===== src/rtl/copy_array_partition_param.sv =====
`default_nettype none
// copy_array_partition_param: stable partition copy of M into N, chunk-2 elements first.
// Revision 1.0 - parametrised successor to the 4-bit ten-element copier.
module copy_array_partition_param #(
   parameter int DW    = 4,
   parameter int DEPTH = 10,
   parameter int AW    = 4
) (
   input  logic          Clk,
   input  logic          Reset,
   input  logic          Start,
   input  logic          Ack,
   input  logic          Mode,
   input  logic [DW-1:0] Ms_of_I,
   output logic [AW-1:0] I,
   output logic [AW-1:0] J,
   output logic          Ns_of_J_Write,
   output logic [AW:0]   Split,
   output logic          Done,
   output logic          Qi,
   output logic          Qls,
   output logic          Qcb,
   output logic          Qd
);

   typedef enum logic [3:0] {
      INI  = 4'b0001,
      LS2C = 4'b0010,
      CBC  = 4'b0100,
      DONE = 4'b1000
   } state_t;

   localparam logic [AW-1:0] LAST      = AW'(DEPTH - 1);
   localparam logic [AW-1:0] IDX_ONE   = AW'(1);
   localparam logic [AW:0]   SPLIT_ONE = (AW + 1)'(1);

   state_t          state_q, state_d;
   logic [AW-1:0]   i_q, i_d;
   logic [AW-1:0]   j_q, j_d;
   logic [AW:0]     split_q, split_d;
   logic            mode_q, mode_d;
   logic            c2;

   // Mode_r flips which MSB value belongs to the first group.
   assign c2 = Ms_of_I[DW-1] ^ mode_q;

   always_ff @(posedge Clk or posedge Reset) begin
      if (Reset) begin
         state_q <= INI;
         i_q     <= '0;
         j_q     <= '0;
         split_q <= '0;
         mode_q  <= 1'b0;
      end else begin
         state_q <= state_d;
         i_q     <= i_d;
         j_q     <= j_d;
         split_q <= split_d;
         mode_q  <= mode_d;
      end
   end

   always_comb begin
      state_d = state_q;
      i_d     = i_q;
      j_d     = j_q;
      split_d = split_q;
      mode_d  = mode_q;
      case (state_q)
         INI: begin
            i_d = '0;
            j_d = '0;
            if (Start) begin
               mode_d  = Mode;
               split_d = '0;
               state_d = LS2C;
            end
         end
         LS2C: begin
            // The final write holds J at DEPTH-1 so the index never wraps.
            if (c2 && j_q == LAST) begin
               split_d = split_q + SPLIT_ONE;
               state_d = DONE;
            end else begin
               if (c2) begin
                  j_d     = j_q + IDX_ONE;
                  split_d = split_q + SPLIT_ONE;
               end
               if (i_q == LAST) begin
                  i_d     = '0;
                  state_d = CBC;
               end else begin
                  i_d = i_q + IDX_ONE;
               end
            end
         end
         CBC: begin
            if (!c2 && j_q == LAST) begin
               state_d = DONE;
            end else begin
               if (!c2) begin
                  j_d = j_q + IDX_ONE;
               end
               if (i_q == LAST) begin
                  state_d = DONE;
               end else begin
                  i_d = i_q + IDX_ONE;
               end
            end
         end
         DONE: begin
            if (Ack) begin
               state_d = INI;
            end
         end
         default: begin
            state_d = INI;
         end
      endcase
   end

   assign Ns_of_J_Write = ((state_q == LS2C) && c2) || ((state_q == CBC) && !c2);
   assign I     = i_q;
   assign J     = j_q;
   assign Split = split_q;
   assign Qi    = (state_q == INI);
   assign Qls   = (state_q == LS2C);
   assign Qcb   = (state_q == CBC);
   assign Qd    = (state_q == DONE);
   assign Done  = Qd;

endmodule
`default_nettype wire


===== config.mk =====
export PLATFORM = sky130hd
export DESIGN_NAME = copy_array_partition_param
export DESIGN_NICKNAME = d
export VERILOG_FILES = /design/src/rtl/copy_array_partition_param.sv
export SDC_FILE = /design/constraint.sdc
export NUM_CORES = 1
export LEC_CHECK = 0
export BUFFER_PORTS_ARGS = -buffer_cell sky130_fd_sc_hd__buf_4
export CORE_MARGIN = 1
export CORE_UTILIZATION = 52
export CTS_CLUSTER_SIZE = 30
export DETAILED_ROUTE_END_ITERATION = 6
export HOLD_SLACK_MARGIN = 0.15
export MAX_ROUTING_LAYER = met4
export PLACE_DENSITY = 0.78
export SLEW_MARGIN = 20
export SYNTH_ARGS = -nofsm -noshare
export SYNTH_HDL_FRONTEND = slang
export SYNTH_SLANG_ARGS = --single-unit

===== constraint.sdc =====
create_clock -name Clk -period 2.4 [get_ports Clk]
set_clock_uncertainty 0.05 [all_clocks]
set_input_delay 0.72 -clock Clk [delete_from_list [all_inputs] [get_ports Clk]]
set_output_delay 0.72 -clock Clk [all_outputs]
set_load 0.02 [all_outputs]

==> results.md <==
- Top-count cell post-synth: dfrtp_1
- Layout cell share with drive strength beyond 1: 0.389
- Die Y: 49.2 µm
- Cell-internal power: 0.777 mW
- TritonRoute pass-1 iters: 4
- CTS tree: yes
- Fin crit share: 0.983
- Switch share: 0.399
- Clk pin slew, worst setup/hold paths: 0.11 ns
- # setup viols final: 0
- First-pass GRT wire length: 4.16 mm
- Placed cell count: 161
- Unrepaired setup endpoints after global routing: yes
- Slew @ Worst Pin: 0.677 ns
- Clk sinks: 18
- Synth cell types: 49
- All-layer global routing usage: 0.227
- Worst vdd ir: 0.724 mV
- Area share of the largest cell type after synthesis: 0.367
- Count of pins over their slew limit: 0
- WS Path Type: reg -> out
- Cells after Synth: 111
- Worst-path fanout max: 6
- DRT iter0 DRCs: 15
- CTS Buf Count: 3
- Worst slew margin: 0.548
- Crit-path slowest cell: nor4b_4
- Starting Density: 0.573
- I/O pin cnt: 28
- Crit path DAT: 1.59 ns
- Nets@finish: 159
- Logic gate share of total power: 0.505
- Vias in the first global route: 920
- Core box area: 2020 µm²
- Seq/Total Area, Yosys: 0.390
- Synth area leader: dfrtp_1
- DP Area: 1370 µm²
- Port Buffer Count: 24
- Layout Area Growth over Synthesis: 28.0%
- CTS H-tree lvls: 1
- Initial antenna violation count: 0
- Number of remaining DRC errors: 0
- Fill count: 155
- Number of synthesized flops with an enable pin: 0
- Commonest cells post-synth: dfrtp_1 (17), nand2_1 (8), inv_1 (7), nor2_1 (6)
- Async S/R FF share, synth: 1.00
- Seq pwr share: 0.347
- Total congestion overflow: 0
- CP Launch Type: flip-flop
- N_diodes: 0
- Endpoint class of the critical path: output port
- Largest net degree at the start of global routing: 19
- WL per Instance: 14.5 µm
- Hold Buf Count CTS: 0
- Hold crit path type: in -> async
- Reg2Reg Capture Point: I[0]$_DFFE_PP0P_
- Primary FF master, synth: dfrtp_1
- Leakage: 0.734 nW
- Vias per cell: 5.67
- Fin. Hold Viols: 0
- CP endpoint: Ns_of_J_Write
- Cell Area, Synth: 1160 µm²
- Post-DP HPWL: 1.77 mm
- Post-route insts no fill: 171
- Maxcap violations: 0
- Worst path cell trace: buf_4, nor4b_4, mux2i_4, inv_2, buf_6
- Via Count: 970
- Req. time, crit path: 1.63 ns
- Worst path max stage delay: 0.42 ns
- Rows: 16
- Die Footprint: 2420 µm²
- Power density cells: 871 nW/µm²
- R2r worst-path depth: 7
- Syn avg cell area: 10.4 µm²
- Sw Pwr: 0.515 mW
- WL final: 2.49 mm
- Reg2reg setup slack: 0.33 ns
- RePlAce Congestion: 0.774
- Outcome: completed
- Max clock buf depth: 2
- Top post-synthesis cells by area: dfrtp_1 (37%), ha_1 (5.4%), nor4b_4 (4.1%), mux2i_1 (2.6%), mux2_4 (2.6%)
- RR Startpoint: state_q[0]$_DFFE_PP1P_
- Synth warnings: 0
- Die Span X: 49.2 µm
- Worst skew pair latency: 0.29 ns
- Final Power: 1.29 mW
- Critical Path Source: state_q[0]$_DFFE_PP1P_
- F_max: 424 MHz
- Yosys reg bits: 18
- Fin crit period: 2.36 ns
- Clk pwr share: 0.148
- DRT antenna net count: 0
- Synthesized Nets: 125
- Clock Tree Root: clkbuf_4
- Post-route cell area: 1480 µm²
-- per-layer routing --
metal,GRT usage,wire (µm),vias to the layer above,share of wire
met3,0.0312,76,2,0.031
met4,0.0637,12,0,0.0048
li1,-,-,472,-
met2,0.365,1230,22,0.49
met5,-,0,-,0
met1,0.298,1170,474,0.47
-- how the worst min path moves through the flow --
stage                                      end  slack [ns]
final                     Split[0]$_DFFE_PP0P_        0.46
after global routing          J[3]$_DFFE_PP0P_        0.50
after CTS                     J[3]$_DFFE_PP0P_        0.47
after floorplan             mode_q$_DFFE_PP0P_        0.49
after global placement        J[2]$_DFFE_PP0P_        0.45
after detailed placement      J[3]$_DFFE_PP0P_        0.46
-- stage by stage --
step	TNS, ns	setup WS (ns)	hold slack (ns)	util
after floorplan	0	0.174	0.493	-
after global placement	-0.0161	-0.0161	0.454	0.676
after detailed placement	-0.0118	-0.0118	0.457	0.676
after CTS	0	0.00343	0.473	0.705
after global routing	-0.0194	-0.0181	0.497	0.733
final	0	0.0402	0.462	0.733
-- cells in the final DEF (no fill, tap or decap), types with 4 or more instances in the layout --
| cell | n |
|---|---|
| buf_4 | 30 |
| buf_6 | 4 |
| dfrtp_1 | 14 |
| nand3_1 | 5 |
| o21ai_0 | 5 |
| a21oi_1 | 4 |
| nor2_1 | 6 |
| ha_1 | 5 |
| nand2_1 | 8 |
| inv_1 | 7 |
-- sequential cells by signal, summed over array words and instances (netlist names) --
name and count:
I 4, J 4, Split 5, mode_q 1
state_q 4
-- power groups by stage --
stage / Combinational (mW) / Sequential, mW / Clock, mW
3_5_place_dp: 0.559 / 0.467 / 0
2_1_floorplan: 0.401 / 0.459 / 0
4_1_cts: 0.606 / 0.446 / 0.193
3_3_place_gp: 0.548 / 0.459 / 0
5_1_grt: 0.705 / 0.462 / 0.209
6_report: 0.652 / 0.448 / 0.191
-- critical path, delay by kind of cell (launching register included) --
kind | cells | cell delay (ns)
buffers and inverters | 3 | 0.35
DFF | 1 | 0.39
muxes | 1 | 0.12
and+or+nand+nor | 1 | 0.42
-- cell type report --
| cell class | count | area (µm²) | area share |
|---|---|---|---|
| sequential | 18 | 455 | 0.307 |
| clock buffer | 4 | 36.3 | 0.0245 |
| inverter | 9 | 36.3 | 0.0245 |
| tap | 27 | 33.8 | 0.0228 |
| timing repair buffer | 35 | 283 | 0.191 |
| multi-input combinational | 78 | 638 | 0.430 |
-- cells by family after synthesis --
| group | Yosys count | synth area share |
|---|---|---|
| buf+inv | 15 | 0.0713 |
| compound gates | 29 | 0.184 |
| flops | 18 | 0.390 |
| simple gates | 34 | 0.198 |
| fa+ha+maj | 5 | 0.0540 |
| mux | 7 | 0.0810 |
| xor+xnor | 3 | 0.0227 |
-- timing repair --
action,in CTS,in global routing
pin swaps,1,2
buffers inserted,1,5
endpoints found under the setup margin,3,3
gates resized for setup,5,4
Note: power is estimated with default switching activity, not from simulation.
